**src/rtl/pc_sequencer.sv**
```systemverilog
// pc_sequencer
// Program-counter sequencer and run controller. A free-running clock plus a
// one-cycle commit enable replaces the old gated clock. Provides run and
// single-step modes, edge-triggered PC load, exception capture (EPC + cause)
// with halt/resume, and a retired-instruction counter.
module pc_sequencer #(
    parameter int                  PC_WIDTH  = 8,
    parameter logic [PC_WIDTH-1:0] RESET_PC  = '0,
    parameter int                  CNT_WIDTH = 16
) (
    input  logic                 PCS_clk,
    input  logic                 PCS_rst,
    input  logic                 PCS_mode,
    input  logic                 PCS_step,
    input  logic                 PCS_load,
    input  logic [PC_WIDTH-1:0]  PCS_load_val,
    input  logic                 PCS_branch,
    input  logic                 PCS_zero,
    input  logic [PC_WIDTH-1:0]  PCS_branch_off,
    input  logic                 PCS_jump,
    input  logic [PC_WIDTH-1:0]  PCS_jump_off,
    input  logic                 PCS_exc_en,
    input  logic                 PCS_exc_ovf,
    input  logic                 PCS_exc_addr,
    input  logic                 PCS_exc_div0,
    input  logic                 PCS_resume,
    output logic [PC_WIDTH-1:0]  PCS_pc,
    output logic                 PCS_commit,
    output logic [PC_WIDTH-1:0]  PCS_epc,
    output logic [2:0]           PCS_cause,
    output logic                 PCS_halted,
    output logic [1:0]           PCS_state,
    output logic [CNT_WIDTH-1:0] PCS_retired
);

    typedef enum logic [1:0] {
        ST_RUN  = 2'd0,
        ST_WAIT = 2'd1,
        ST_HALT = 2'd2
    } state_t;

    localparam logic [PC_WIDTH-1:0]  PC_ONE  = {{(PC_WIDTH-1){1'b0}}, 1'b1};
    localparam logic [CNT_WIDTH-1:0] CNT_ONE = {{(CNT_WIDTH-1){1'b0}}, 1'b1};

    // Request edge detection: bit 0 = step, bit 1 = load, bit 2 = resume
    logic [2:0] w_req_level;
    logic [2:0] r_req_prev;
    logic [2:0] w_req_rise;
    logic       w_step_e;
    logic       w_load_e;
    logic       w_resume_e;

    // FSM
    state_t r_state;
    state_t w_state_next;
    state_t w_resume_state;

    // Datapath registers
    logic [PC_WIDTH-1:0]  r_pc;
    logic [PC_WIDTH-1:0]  r_epc;
    logic [2:0]           r_cause;
    logic [CNT_WIDTH-1:0] r_retired;

    // Control / datapath wires
    logic                w_exc;
    logic                w_advance;
    logic                w_commit;
    logic                w_halted;
    logic [PC_WIDTH-1:0] w_pc_seq;
    logic [PC_WIDTH-1:0] w_pc_target;

    assign w_req_level = {PCS_resume, PCS_load, PCS_step};

    // Previous-level registers preset to 1 so a level held through reset
    // never looks like a fresh rising edge once reset releases.
    always_ff @(posedge PCS_clk) begin
        if (PCS_rst) begin
            r_req_prev <= 3'b111;
        end else begin
            r_req_prev <= w_req_level;
        end
    end

    assign w_req_rise = w_req_level & ~r_req_prev;
    assign w_step_e   = w_req_rise[0];
    assign w_load_e   = w_req_rise[1];
    assign w_resume_e = w_req_rise[2];

    // Exception only counts when the current instruction is allowed to raise one
    assign w_exc = PCS_exc_en & (PCS_exc_ovf | PCS_exc_addr | PCS_exc_div0);

    // An instruction executes this cycle when running freely or when a step
    // edge arrives in WAIT; reset and a PC load both pre-empt it.
    assign w_advance = ~PCS_rst & ~w_load_e &
                       (((r_state == ST_RUN) & ~PCS_mode) |
                        ((r_state == ST_WAIT) & w_step_e));

    // Sequential next PC; jump takes priority over a taken branch.
    // All arithmetic wraps naturally at PC_WIDTH bits.
    assign w_pc_seq = r_pc + PC_ONE;
    always_comb begin
        w_pc_target = w_pc_seq;
        if (PCS_jump) begin
            w_pc_target = w_pc_seq + PCS_jump_off;
        end else if (PCS_branch & PCS_zero) begin
            w_pc_target = w_pc_seq + PCS_branch_off;
        end
    end

    // FSM state register
    always_ff @(posedge PCS_clk) begin
        if (PCS_rst) begin
            r_state <= ST_RUN;
        end else begin
            r_state <= w_state_next;
        end
    end

    // Where the sequencer lands after a load or resume: follows the mode input
    assign w_resume_state = PCS_mode ? ST_WAIT : ST_RUN;

    // FSM next-state logic; priority is load edge, then HALT handling, then
    // exception capture, otherwise track the mode input.
    always_comb begin
        w_state_next = r_state;
        if (PCS_rst) begin
            w_state_next = ST_RUN;
        end else if (w_load_e) begin
            w_state_next = w_resume_state;
        end else begin
            case (r_state)
                ST_HALT: begin
                    if (w_resume_e) begin
                        w_state_next = w_resume_state;
                    end
                end
                ST_RUN, ST_WAIT: begin
                    if (w_advance & w_exc) begin
                        w_state_next = ST_HALT;
                    end else begin
                        w_state_next = w_resume_state;
                    end
                end
                default: begin
                    w_state_next = ST_RUN;
                end
            endcase
        end
    end

    // FSM outputs: commit is the zero-latency write enable for REG/DMEM
    always_comb begin
        w_commit = w_advance & ~w_exc;
        w_halted = (r_state == ST_HALT);
    end

    // PC, EPC and cause update with the same priority as the FSM
    always_ff @(posedge PCS_clk) begin
        if (PCS_rst) begin
            r_pc    <= RESET_PC;
            r_epc   <= '0;
            r_cause <= 3'b000;
        end else if (w_load_e) begin
            r_pc <= PCS_load_val;
        end else if (r_state == ST_HALT) begin
            // Resume skips the faulting instruction
            if (w_resume_e) begin
                r_pc <= r_epc + PC_ONE;
            end
        end else if (w_advance & w_exc) begin
            // PC holds on the faulting instruction; cause stays sticky afterwards
            r_epc   <= r_pc;
            r_cause <= {PCS_exc_div0, PCS_exc_addr, PCS_exc_ovf};
        end else if (w_commit) begin
            r_pc <= w_pc_target;
        end
    end

    // Retired-instruction counter, wraps at 2^CNT_WIDTH
    always_ff @(posedge PCS_clk) begin
        if (PCS_rst) begin
            r_retired <= '0;
        end else if (w_commit) begin
            r_retired <= r_retired + CNT_ONE;
        end
    end

    assign PCS_pc      = r_pc;
    assign PCS_commit  = w_commit;
    assign PCS_epc     = r_epc;
    assign PCS_cause   = r_cause;
    assign PCS_halted  = w_halted;
    assign PCS_state   = r_state;
    assign PCS_retired = r_retired;

endmodule

```
**config.mk**
```make
export PLATFORM = sky130hd
export DESIGN_NAME = pc_sequencer
export DESIGN_NICKNAME = d
export VERILOG_FILES = /design/src/rtl/pc_sequencer.sv
export SDC_FILE = /design/constraint.sdc
export NUM_CORES = 1
export LEC_CHECK = 0
export CORE_ASPECT_RATIO = 0.6
export CORE_MARGIN = 1.5
export CORE_UTILIZATION = 53
export CTS_BUF_LIST = sky130_fd_sc_hd__clkbuf_8
export CTS_CLUSTER_DIAMETER = 30
export CTS_CLUSTER_SIZE = 8
export DETAILED_ROUTE_END_ITERATION = 8
export GPL_TIMING_DRIVEN = 0
export MAX_ROUTING_LAYER = met4
export PLACE_DENSITY = 0.88
export SLEW_MARGIN = 20
export SYNTH_ARGS = -nofsm -noshare
export SYNTH_HDL_FRONTEND = slang
export SYNTH_SLANG_ARGS = --single-unit
```
**constraint.sdc**
```tcl
create_clock -name PCS_clk -period 3.7 [get_ports PCS_clk]
set_input_delay 0.74 -clock PCS_clk [delete_from_list [all_inputs] [get_ports PCS_clk]]
set_output_delay 0.74 -clock PCS_clk [all_outputs]
set_load 0.01 [all_outputs]
```
* Yosys cells after proc, flatten, opt, wreduce, memory -nomap -nowiden
Cells that the tools add are included.
** Storage, ports and cells
- Bits in latches :: 0
- ROM bits :: 0
- Logic and storage cells :: 50
- Memories :: 0
- Output and inout port bits :: 39
- Bits in registers :: 40
- Input port bits :: 37
- RAM bits :: 0
** Cells by class
- Shift-type cells :: 0
- Multipliers :: 0
- $add $sub $neg :: 5
- Eq/ne operators :: 4
- Div/mod/pow operators :: 0
- Multiplexer cells :: 12
- $lt $le $gt $ge :: 0
- Reduce and logical (&&, ||, !) cells :: 5
- Bitwise logic cells :: 18
** Operators by type and width (number)
- two-way mux 8 bit :: 7
- adder 16 x 1 -> 16 bit, second input constant :: 1
- adder 8 x 1 -> 8 bit, second input constant :: 2
- adder 8 bit :: 2
- bitwise AND 1 bit :: 8
- two-way mux 2 bit :: 3
- AND reduction 3 bit :: 2
- NOT 1 bit :: 5
- case mux 2 bit (2 select lines) :: 1
- bitwise AND 3 bit :: 1
- inequality test 3 x 1 -> 1 bit, second input constant :: 1
- inequality test 3 bit, second input constant :: 1
- NOT 3 bit :: 1
- bitwise OR 1 bit :: 3
- nonzero test 3 bit :: 1
- equality test 2 x 1 -> 1 bit, second input constant :: 1
- equality test 2 bit, second input constant :: 1
- logical NOT 2 bit :: 1
- OR reduction 2 bit :: 1
- two-way mux 1 bit :: 1

* Depth between registers and ports, before layout
- Depth after elaboration :: 10
- Mapped depth :: 11
- Gate-level depth less buffers :: 11

* Worst setup path before layout
No wires, ideal clock.
- Path kind :: input port to flip-flop
- Start point :: input PCS_jump_off[0]
- End point :: register r_pc[6], in the netlist PCS_pc[6]
- Cell stages on the path :: 9
- Data required time :: 3.629 ns
- Path buffers :: 0
- Setup slack :: 1.163 ns
- Library setup time :: 0.071 ns
- Arrival time :: 2.466 ns
- Cells stage by stage :: ha_1 fa_1 a211oi_1 o21bai_1 a21oi_1 xnor2_1 o221ai_1 a211o_1 a21oi_1
** On the way
- Word-level cells in the longest chain between the ends :: 6
** RTL lines
- start: declaration :: RTL line 21 : input logic [PC_WIDTH-1:0] PCS_jump_off,
- adder 8 bit :: RTL line 104 : w_pc_target = w_pc_seq + PCS_jump_off;
- two-way mux 8 bit :: RTL line 103 : if (PCS_jump) begin
- two-way mux 8 bit :: RTL line 174 : end else if (w_commit) begin
- two-way mux 8 bit :: RTL line 170 : end else if (w_advance & w_exc) begin
- two-way mux 8 bit :: RTL line 165 : end else if (r_state == ST_HALT) begin
- two-way mux 8 bit :: RTL line 163 : end else if (w_load_e) begin
- end signal: assignment :: RTL line 164 : r_pc <= PCS_load_val;
- end signal: assignment :: RTL line 168 : r_pc <= r_epc + PC_ONE;
- end signal: assignment :: RTL line 175 : r_pc <= w_pc_target;
- end: declaration :: RTL line 59 : logic [PC_WIDTH-1:0] r_pc;
Every way passes these cells. The select of a mux whose other input is x is not followed.
A chain may end at the register's enable or synchronous reset.

* Worst setup path in the final report
- Start point :: input PCS_exc_ovf
- End point :: output PCS_commit
** On the way
- Word-level cells in the longest chain between the ends :: 5
** RTL lines
- start: declaration :: RTL line 23 : input logic PCS_exc_ovf,
- bitwise OR 1 bit (2 in a row) :: RTL line 90 : assign w_exc = PCS_exc_en & (PCS_exc_ovf | PCS_exc_addr | PCS_exc_div0);
- bitwise AND 1 bit :: RTL line 90
- NOT 1 bit :: RTL line 153 : w_commit = w_advance & ~w_exc;
- bitwise AND 1 bit :: RTL line 153
- end: declaration :: RTL line 28 : output logic PCS_commit,
Every way passes these cells.

==> flow_summary.json <==
{
  "drt_iter0_drc": 320,
  "synth_nets": 376,
  "cts_setup_buffers": 0,
  "start_util_pct": 56.7,
  "synth_flop_cell": "dfxtp_1",
  "finalHoldViolCount": 0,
  "async_reset_ff_share_pct": 0,
  "clockBufferDepth": 2,
  "yosysMostFrequentCell": "nor2_1",
  "antenna_found_initial": 0,
  "rows": 19,
  "core_area_mm2": 0.00468,
  "total_power_mw": 1.08,
  "synth-seq-cells": 40,
  "placedCellCount": 456,
  "synthTopCellsByCount": "nor2_1, dfxtp_1, a21oi_1, o21ai_0, ha_1",
  "relSlewSlack_pct": 62.1,
  "drv_cap": 0,
  "fin_crit_sh_pct": 85.8,
  "cp-startpoint": "PCS_exc_ovf",
  "fin_ws_ps": 525,
  "drc": 0,
  "io_pins": 76,
  "fin_nets": 458,
  "yosys-top-cells-area": "dfxtp_1, ha_1, nor2_1",
  "place_congestion": 0.950,
  "post-route-util_pct": 76.4,
  "timing.rr.start": "PCS_pc[0]$_SDFFE_PP0P_",
  "end_kind": "output pin",
  "hold_buffers": 0,
  "vias_per_cell": 6.00,
  "crit_fanout": 6,
  "cts_buffers": 5,
  "synth_top_area_share_pct": 30.1,
  "cts_max_level": 2,
  "grt-ovfl-total": 0,
  "required_ps": 2960,
  "crit_chain": "clkdlybuf4s50_1 > o31ai_4 > o2111a_4 > clkdlybuf4s50_1",
  "track_usage_pct": 31.2,
  "cp.buffers_inverters": 2,
  "finalNonFillerCells": 464,
  "grt_pass1_vias": 2522,
  "setup.worst_path.start_class": "primary input",
  "cts_tree": "yes",
  "dieArea_mm2": 0.00546,
  "cts.clk_slew.worst_paths_ps": 70,
  "die_w_um": 94.4,
  "syn-instance-count": 318,
  "vias": 2786,
  "min_period_ps": 3170,
  "crit_top_cell": "clkdlybuf4s50_1",
  "cts_root_buf": "clkbuf_8",
  "clock.fmax_mhz": 315,
  "fin_worst_skew_ps": 13.9,
  "cts_resized": 0,
  "cp.arrival_ps": 2430,
  "dp_slack_ps": 403,
  "syn_area_mm2": 0.00266,
  "synth_seq_area_share_pct": 30.1,
  "worstHoldStart": "PCS_retired[10]$_SDFFE_PP0P_",
  "dp_hpwl_mm": 6.18,
  "cp_slowest_cell": "clkdlybuf4s50_1",
  "cpLargestDelayFamily": "buffers and inverters",
  "avgSynthCellArea_um2": 8.36,
  "worst_pin_slew_ps": 564,
  "routed_wl_mm": 7.91,
  "wire_per_inst_um": 17.1,
  "diodes": 0,
  "grt_pass1_wl_mm": 12.5,
  "crit_type": "in2out",
  "p_leak_nw": 1.45,
  "portBuffers": 75,
  "synth_edf_count": 0,
  "ys_types": 47,
  "fillers": 335,
  "slowest_delay_ps": 560,
  "final.setup.tns_ps": 0,
  "drv_slew": 0,
  "yosys.area.top_type": "dfxtp_1",
  "area_growth_pct": 34.6,
  "rsz0062_at_grt": "no",
  "ir_drop_mv": 0.163,
  "status": "completed",
  "yosys_warnings": 0,
  "power_density_mw_per_mm2": 301,
  "hp-class": "reg2reg",
  "clk_latency_ps": 310,
  "drt-pass1-iter-count": 5,
  "die_y_um": 57.9,
  "clock-sinks": 40,
  "setup_viol": 0,
  "final_layout_size_suffix_gt1_share_pct": 3.99,
  "grt_start_max_net_pins": 12,
  "drtAntennaViolNets": 0
}
sequential cells by signal, indices dropped and copies added (netlist names):
| signal | cells |
|---|---|
| PCS_cause | 3 |
| r_req_prev | 3 |
| PCS_retired | 16 |
| PCS_state | 2 |
| PCS_pc | 8 |
| PCS_epc | 8 |
power by group:
part	internal, mW	switching (mW)	leakage [nW]
Combinational	0.153	0.158	1.07
Clock	0.147	0.157	0.0538
Sequential	0.443	0.0203	0.325
Total	0.743	0.335	1.45
routing by layer:
metal  global-route usage (%)  vias to the layer above  wire [µm]
met5                        -                        -          0
met2                     45.1                      171       3350
li1                         -                     1316          -
met4                     8.96                        0        119
met3                     7.48                       19        878
met1                     43.4                     1280       3560
final cells by class:
cell class,instances,area [µm²],area share (%)
buffer,12,47.5,1.33
clock buffer,6,82.6,2.31
clock inverter,2,7.51,0.210
inverter,3,11.3,0.315
multi-input combinational,263,1800,50.3
sequential,40,801,22.4
tap,63,78.8,2.20
timing repair buffer,75,751,21.0
per-stage QoR:
| step | area [µm²] | hold slack [ps] |
|---|---|---|
| after floorplan | 2660 | 502 |
| after global placement | 3490 | 471 |
| after detailed placement | 3490 | 488 |
| after CTS | 3580 | 498 |
| after global routing | 3580 | 536 |
| final | 3580 | 500 |
final timing paths:
| path | end | slack (ps) | depth (start not counted) |
|---|---|---|---|
| max reg2reg | PCS_pc[6]$_SDFFE_PP0P_ | 760 | 10 |
| min | PCS_retired[10]$_SDFFE_PP0P_ | 500 | 2 |
| min reg2reg | PCS_retired[10]$_SDFFE_PP0P_ | 500 | 2 |
| max | PCS_commit | 530 | 4 |
cells in the final DEF (no fill, tap or decap), types with 6 or more instances in the layout:
master	n
o21ai_0	22
mux2i_1	12
ha_1	19
nor2_1	45
xor2_1	17
nand3_1	17
nand2_1	16
and3_1	6
or3_1	8
clkbuf_8	6
clkbuf_1	10
a21oi_1	23
dfxtp_1	40
clkdlybuf4s50_1	75
a211oi_1	8
xnor2_1	15
kinds of logic after synthesis:
| group | Yosys count | share of synthesized area, % |
|---|---|---|
| buf+inv | 15 | 2.21 |
| fa+ha+maj | 21 | 10.5 |
| simple gates | 118 | 22.3 |
| xor+xnor | 32 | 10.5 |
| compound gates | 80 | 19.9 |
| flops | 40 | 30.1 |
| mux | 12 | 4.52 |
worst min-delay path, delay by kind of cell (launching register included):
| family | cells | cell delay, ps |
|---|---|---|
| AO/OA/AOI/OAI | 2 | 130 |
| flip-flops | 1 | 330 |
No activity file was read; power rests on OpenSTA's default activity.
